==> src/rtl/rand_rot_scheduler.sv <==
// Randomness scheduler. Each fresh PRNG word is served NUM_USE times, and each use is rotated right by ROT bits from the one before.
// Optional one-word prefetch buffer, enabled with `define RAND_PREFETCH_EN, removes the bubble between words.
`timescale 1ns/1ps
module rand_rot_scheduler #(
   parameter int WIDTH   = 144,
   parameter int ROT     = 9,
   parameter int NUM_USE = 8,
   localparam int IDX_W  = (NUM_USE > 1) ? $clog2(NUM_USE) : 1
) (
   input  logic             clk,
   input  logic             rst,
   input  logic [WIDTH-1:0] rnd_in,
   input  logic             rnd_in_valid,
   output logic             rnd_in_ready,
   output logic [WIDTH-1:0] rnd_out,
   output logic             rnd_out_valid,
   input  logic             rnd_out_ready,
   output logic [IDX_W-1:0] use_idx,
   output logic             last_use
);

   localparam logic [0:0]       S_EMPTY  = 1'b0;
   localparam logic [0:0]       S_SERVE  = 1'b1;
   localparam logic [IDX_W-1:0] LAST_IDX = IDX_W'(NUM_USE - 1);

   logic [0:0] state;
   logic       in_fire, out_fire, retire;

   assign rnd_out_valid = (state == S_SERVE);
   assign last_use      = rnd_out_valid && (use_idx == LAST_IDX);
   assign in_fire       = rnd_in_valid && rnd_in_ready;
   assign out_fire      = rnd_out_valid && rnd_out_ready;
   assign retire        = out_fire && (use_idx == LAST_IDX);

`ifdef RAND_PREFETCH_EN
   logic [WIDTH-1:0] buffer;
   logic             buf_valid;

   assign rnd_in_ready = !buf_valid;

   always_ff @(posedge clk or posedge rst) begin
      if (rst) begin
         state     <= S_EMPTY;
         rnd_out   <= '0;
         use_idx   <= '0;
         buffer    <= '0;
         buf_valid <= 1'b0;
      end else begin
         case (state)
            S_EMPTY: begin
               if (in_fire) begin
                  rnd_out <= rnd_in;
                  use_idx <= '0;
                  state   <= S_SERVE;
               end
            end
            default: begin
               if (retire) begin
                  use_idx <= '0;
                  // Buffered word wins; ready is low while it is held, so no in_fire can collide.
                  if (buf_valid) begin
                     rnd_out   <= buffer;
                     buf_valid <= 1'b0;
                  end else if (in_fire) begin
                     rnd_out <= rnd_in;
                  end else begin
                     state <= S_EMPTY;
                  end
               end else begin
                  if (out_fire) begin
                     rnd_out <= {rnd_out[ROT-1:0], rnd_out[WIDTH-1:ROT]};
                     use_idx <= use_idx + IDX_W'(1);
                  end
                  if (in_fire) begin
                     buffer    <= rnd_in;
                     buf_valid <= 1'b1;
                  end
               end
            end
         endcase
      end
   end
`else
   assign rnd_in_ready = (state == S_EMPTY);

   always_ff @(posedge clk or posedge rst) begin
      if (rst) begin
         state   <= S_EMPTY;
         rnd_out <= '0;
         use_idx <= '0;
      end else begin
         case (state)
            S_EMPTY: begin
               if (in_fire) begin
                  rnd_out <= rnd_in;
                  use_idx <= '0;
                  state   <= S_SERVE;
               end
            end
            default: begin
               if (retire) begin
                  use_idx <= '0;
                  state   <= S_EMPTY;
               end else if (out_fire) begin
                  rnd_out <= {rnd_out[ROT-1:0], rnd_out[WIDTH-1:ROT]};
                  use_idx <= use_idx + IDX_W'(1);
               end
            end
         endcase
      end
   end
`endif

endmodule

==> config.mk <==
export PLATFORM = sky130hd
export DESIGN_NAME = rand_rot_scheduler
export DESIGN_NICKNAME = d
export VERILOG_FILES = /design/src/rtl/rand_rot_scheduler.sv
export SDC_FILE = /design/constraint.sdc
export NUM_CORES = 1
export LEC_CHECK = 0
export CAP_MARGIN = 20
export CELL_PAD_IN_SITES_DETAIL_PLACEMENT = 0
export CELL_PAD_IN_SITES_GLOBAL_PLACEMENT = 2
export CORE_UTILIZATION = 26
export CTS_CLUSTER_DIAMETER = 40
export DETAILED_ROUTE_END_ITERATION = 8
export PLACE_DENSITY = 0.82
export SYNTH_ARGS = -nofsm -noshare
export SYNTH_HDL_FRONTEND = slang
export SYNTH_SLANG_ARGS = --single-unit
export TNS_END_PERCENT = 100
==> constraint.sdc <==
create_clock -name clk -period 5.2 [get_ports clk]
set_input_delay 1.04 -clock clk [delete_from_list [all_inputs] [get_ports clk]]
set_output_delay 1.04 -clock clk [all_outputs]
set_load 0.02 [all_outputs]
==> impl_metrics.yaml <==
run_status:
  status: "finished clean"
route:
  vias: 8009
  final_antenna_net_count: 0
  via_per_inst: 5.224
  wl_per_cell_um: 21.35
  drcViolationCount: 0
  wirelength_um: 32730
  dr.pass1.iters: 5
  drtIter0Drc: 597
die:
  start_util_pct: 26.59
  io-pin-count: 298
  die_x_um: 187.7
  die-area_um2: 35210
  core_um2: 33700
  die_h_um: 187.7
  row_count: 67
yosys:
  postSynthAreaPerCell_um2: 10.47
  ys_ff_latch: 148
  synth_cells: 856
  syn_nets: 1006
  ys.warnings.count: 0
  yosysSeqAreaShare_pct: 41.33
  synth_cell_type_count: 24
  synthesis.area_um2: 8961
placed_design:
  gp_congestion: 0.7649
  dpl.cell_count: 1500
  io_buffers: 297
  dp_hpwl_um: 20100
cts:
  cts-resized-gates: 0
  cts_tree: "done"
  clock-sinks: 148
  ctsHoldBuffers: 0
  path_clk_slew_ns: 0.07
  insertion_delay_ns: 0.42
  cts_root_buffer: "clkbuf_16"
  post_cts_buffers: 0
  h-tree-depth: 4
  cts_buffers: 17
  cts_buffer_depth: 2
finish:
  fin_cells: 1533
  nets: 1222
  layout-drive-gt1-share_pct: 13.75
  synthToLayoutAreaGrowth_pct: 41.66
power:
  p_seq_share_pct: 33.3
  p_leak_nw: 5.269
  clock_power_share_pct: 19.1
  cell_internal_pwr_mw: 3.820
  comb_power_share_pct: 47.6
  p_sw_mw: 2.607
  switching_share_pct: 40.56
  vdd_ir_drop_max_uv: 214.5
  power_density_nw_per_um2: 506.2
timing:
  final_max_slew_viol_count: 0
  tightest_slew_ns: 0.9697
  hold_viol: 0
  rsz0062_at_grt: "false"
  fin_skew_ns: 0.01113
  maxSlewHeadroom_pct: 35.36
  fin_crit_sh_pct: 68.19
  setup_tns_ns: 0
  setup_viol_count_final: 0
  clock.fmax_ghz: 0.2820
  min_period_ns: 3.546
  whs_ns: 0.5444
worst_setup_path:
  arrival_ns: 2.51
  end_kind: "primary output"
  critical_path_required_ns: 4.16
  start_kind: "flip-flop"
  path_class: "flip-flop to primary output"
  crit_path_max_fanout: 62
grt:
  grt_max_degree: 99
  antenna_found_initial: 0
  grt_pass1_wl_um: 50700
  grt_usage_pct: 18.25
  grt_pass1_vias: 8074
  grt-ovfl-total: 0
min_path:
  hold_path_class: "flip-flop to flip-flop"
flow_run:
  maxCapViolCount: 0
sequential cells by signal, indices dropped and copies added, names as in the netlist:
name,cells
rnd_out,144
use_idx,3
rnd_out_valid,1
per-stage QoR:
| step | total power, mW | utilization (%) | worst slack (ns) | area (um2) |
|---|---|---|---|---|
| 2_1_floorplan | 3.695 | - | 0.1803 | 8961 |
| 3_3_place_gp | 5.200 | 35.92 | 2.093 | 12110 |
| 3_5_place_dp | 5.219 | 35.92 | 2.115 | 12110 |
| 4_1_cts | 6.487 | 37.58 | 1.624 | 12660 |
| 5_1_grt | 6.777 | 37.66 | 1.541 | 12690 |
| 6_report | 6.427 | 37.67 | 1.654 | 12690 |
synth_stat cells:
master     instances  share of area [%]
dfrtp_1          148                 41
inv_1            146                6.1
nor3b_1          144                 12
a311oi_1         137                 13
and4bb_2          90                 13
clkbuf_1          79                3.3
nor4bb_1          52                5.8
buf_2             25                1.4
a311oi_2           7                1.2
buf_6              7               0.88
nand3b_1           3               0.25
and4bb_1           2               0.28
buf_4              2               0.17
ha_1               2               0.28
nand3_1            2               0.11
or3b_2             2               0.20
a31oi_1            1              0.070
and2_1             1              0.070
mux2i_1            1               0.11
nand2b_1           1              0.070
nand4b_1           1              0.098
nor2_1             1              0.042
o2bb2ai_1          1              0.098
or4bb_1            1               0.13
layout by cell type, fill, tap and decap left out, types with 2 or more instances in the layout:
| master | instances |
|---|---|
| a311oi_1 | 137 |
| and4bb_1 | 2 |
| buf_4 | 13 |
| nand3b_1 | 3 |
| nor3b_1 | 144 |
| inv_6 | 2 |
| nand3_1 | 2 |
| dfrtp_1 | 147 |
| clkinvlp_4 | 4 |
| inv_1 | 145 |
| or3b_2 | 2 |
| a311oi_2 | 7 |
| clkinv_2 | 4 |
| clkbuf_16 | 17 |
| clkdlybuf4s50_1 | 295 |
| clkbuf_8 | 2 |
| nor4bb_1 | 52 |
| clkinv_4 | 2 |
| and4bb_2 | 90 |
routing by layer:
metal | GRT usage (%) | routed length (um)
met5 | 0 | 0
met4 | 3.471 | 276
met3 | 4.342 | 2043
met2 | 27.91 | 15160
met1 | 26.09 | 15260
power by group through the flow:
stage	Clock (mW)	Sequential [mW]	Combinational, mW
after floorplan	0	2.51	1.19
after global placement	0	2.16	3.04
after detailed placement	0	2.15	3.06
after CTS	1.26	2.15	3.07
after global routing	1.30	2.21	3.26
final	1.23	2.14	3.06
worst paths after layout:
check | cells after the start | slack [ns] | start | endpoint
max in group asynchronous | 3 | 3.10 | rst | rnd_out[73]$_DFFE_PP0P_
worst min register to register | 2 | 0.54 | rnd_out[103]$_DFFE_PP0P_ | rnd_out[103]$_DFFE_PP0P_
worst max-delay path | 4 | 1.65 | use_idx[0]$_DFFE_PP0P_ | last_use
worst max register to register | 3 | 2.27 | rnd_out_valid$_DFF_PP0_ | rnd_out[23]$_DFFE_PP0P_
min in group asynchronous | 2 | 1.13 | rst | rnd_out[62]$_DFFE_PP0P_
worst min-delay path | 2 | 0.54 | rnd_out[103]$_DFFE_PP0P_ | rnd_out[103]$_DFFE_PP0P_
final cells by class:
cell class              count  area (um2)
multi-input cells         449        4214
inverters                 146       553.0
flip-flops and latches    148        3707
fillers                  3388       21010
repair buffers            310        3098
diodes                      1       2.502
clock inverters            12       106.4
clock buffers              19       452.9
well taps                 448       560.5
kinds of logic (layout without fill, tap and decap cells):
group / count (synthesis) / in the layout / share of synthesized area (%)
buffers and inverters: 259 / 487 / 11.87
and+or+nand+nor: 300 / 300 / 31.68
DFF: 148 / 148 / 41.33
AOI/OAI and AO/OA: 146 / 146 / 14.73
adders and majority gates: 2 / 2 / 0.2792
muxes: 1 / 1 / 0.1117
other: 0 / 1 / 0
critical path, cell delays in order, from the launching register on:
cell	delay [ns]
dfrtp_1	0.40
ha_1	0.22
ha_4	0.56
and2_1	0.23
clkdlybuf4s50_1	0.60
Power figures use the tool's default switching activity.
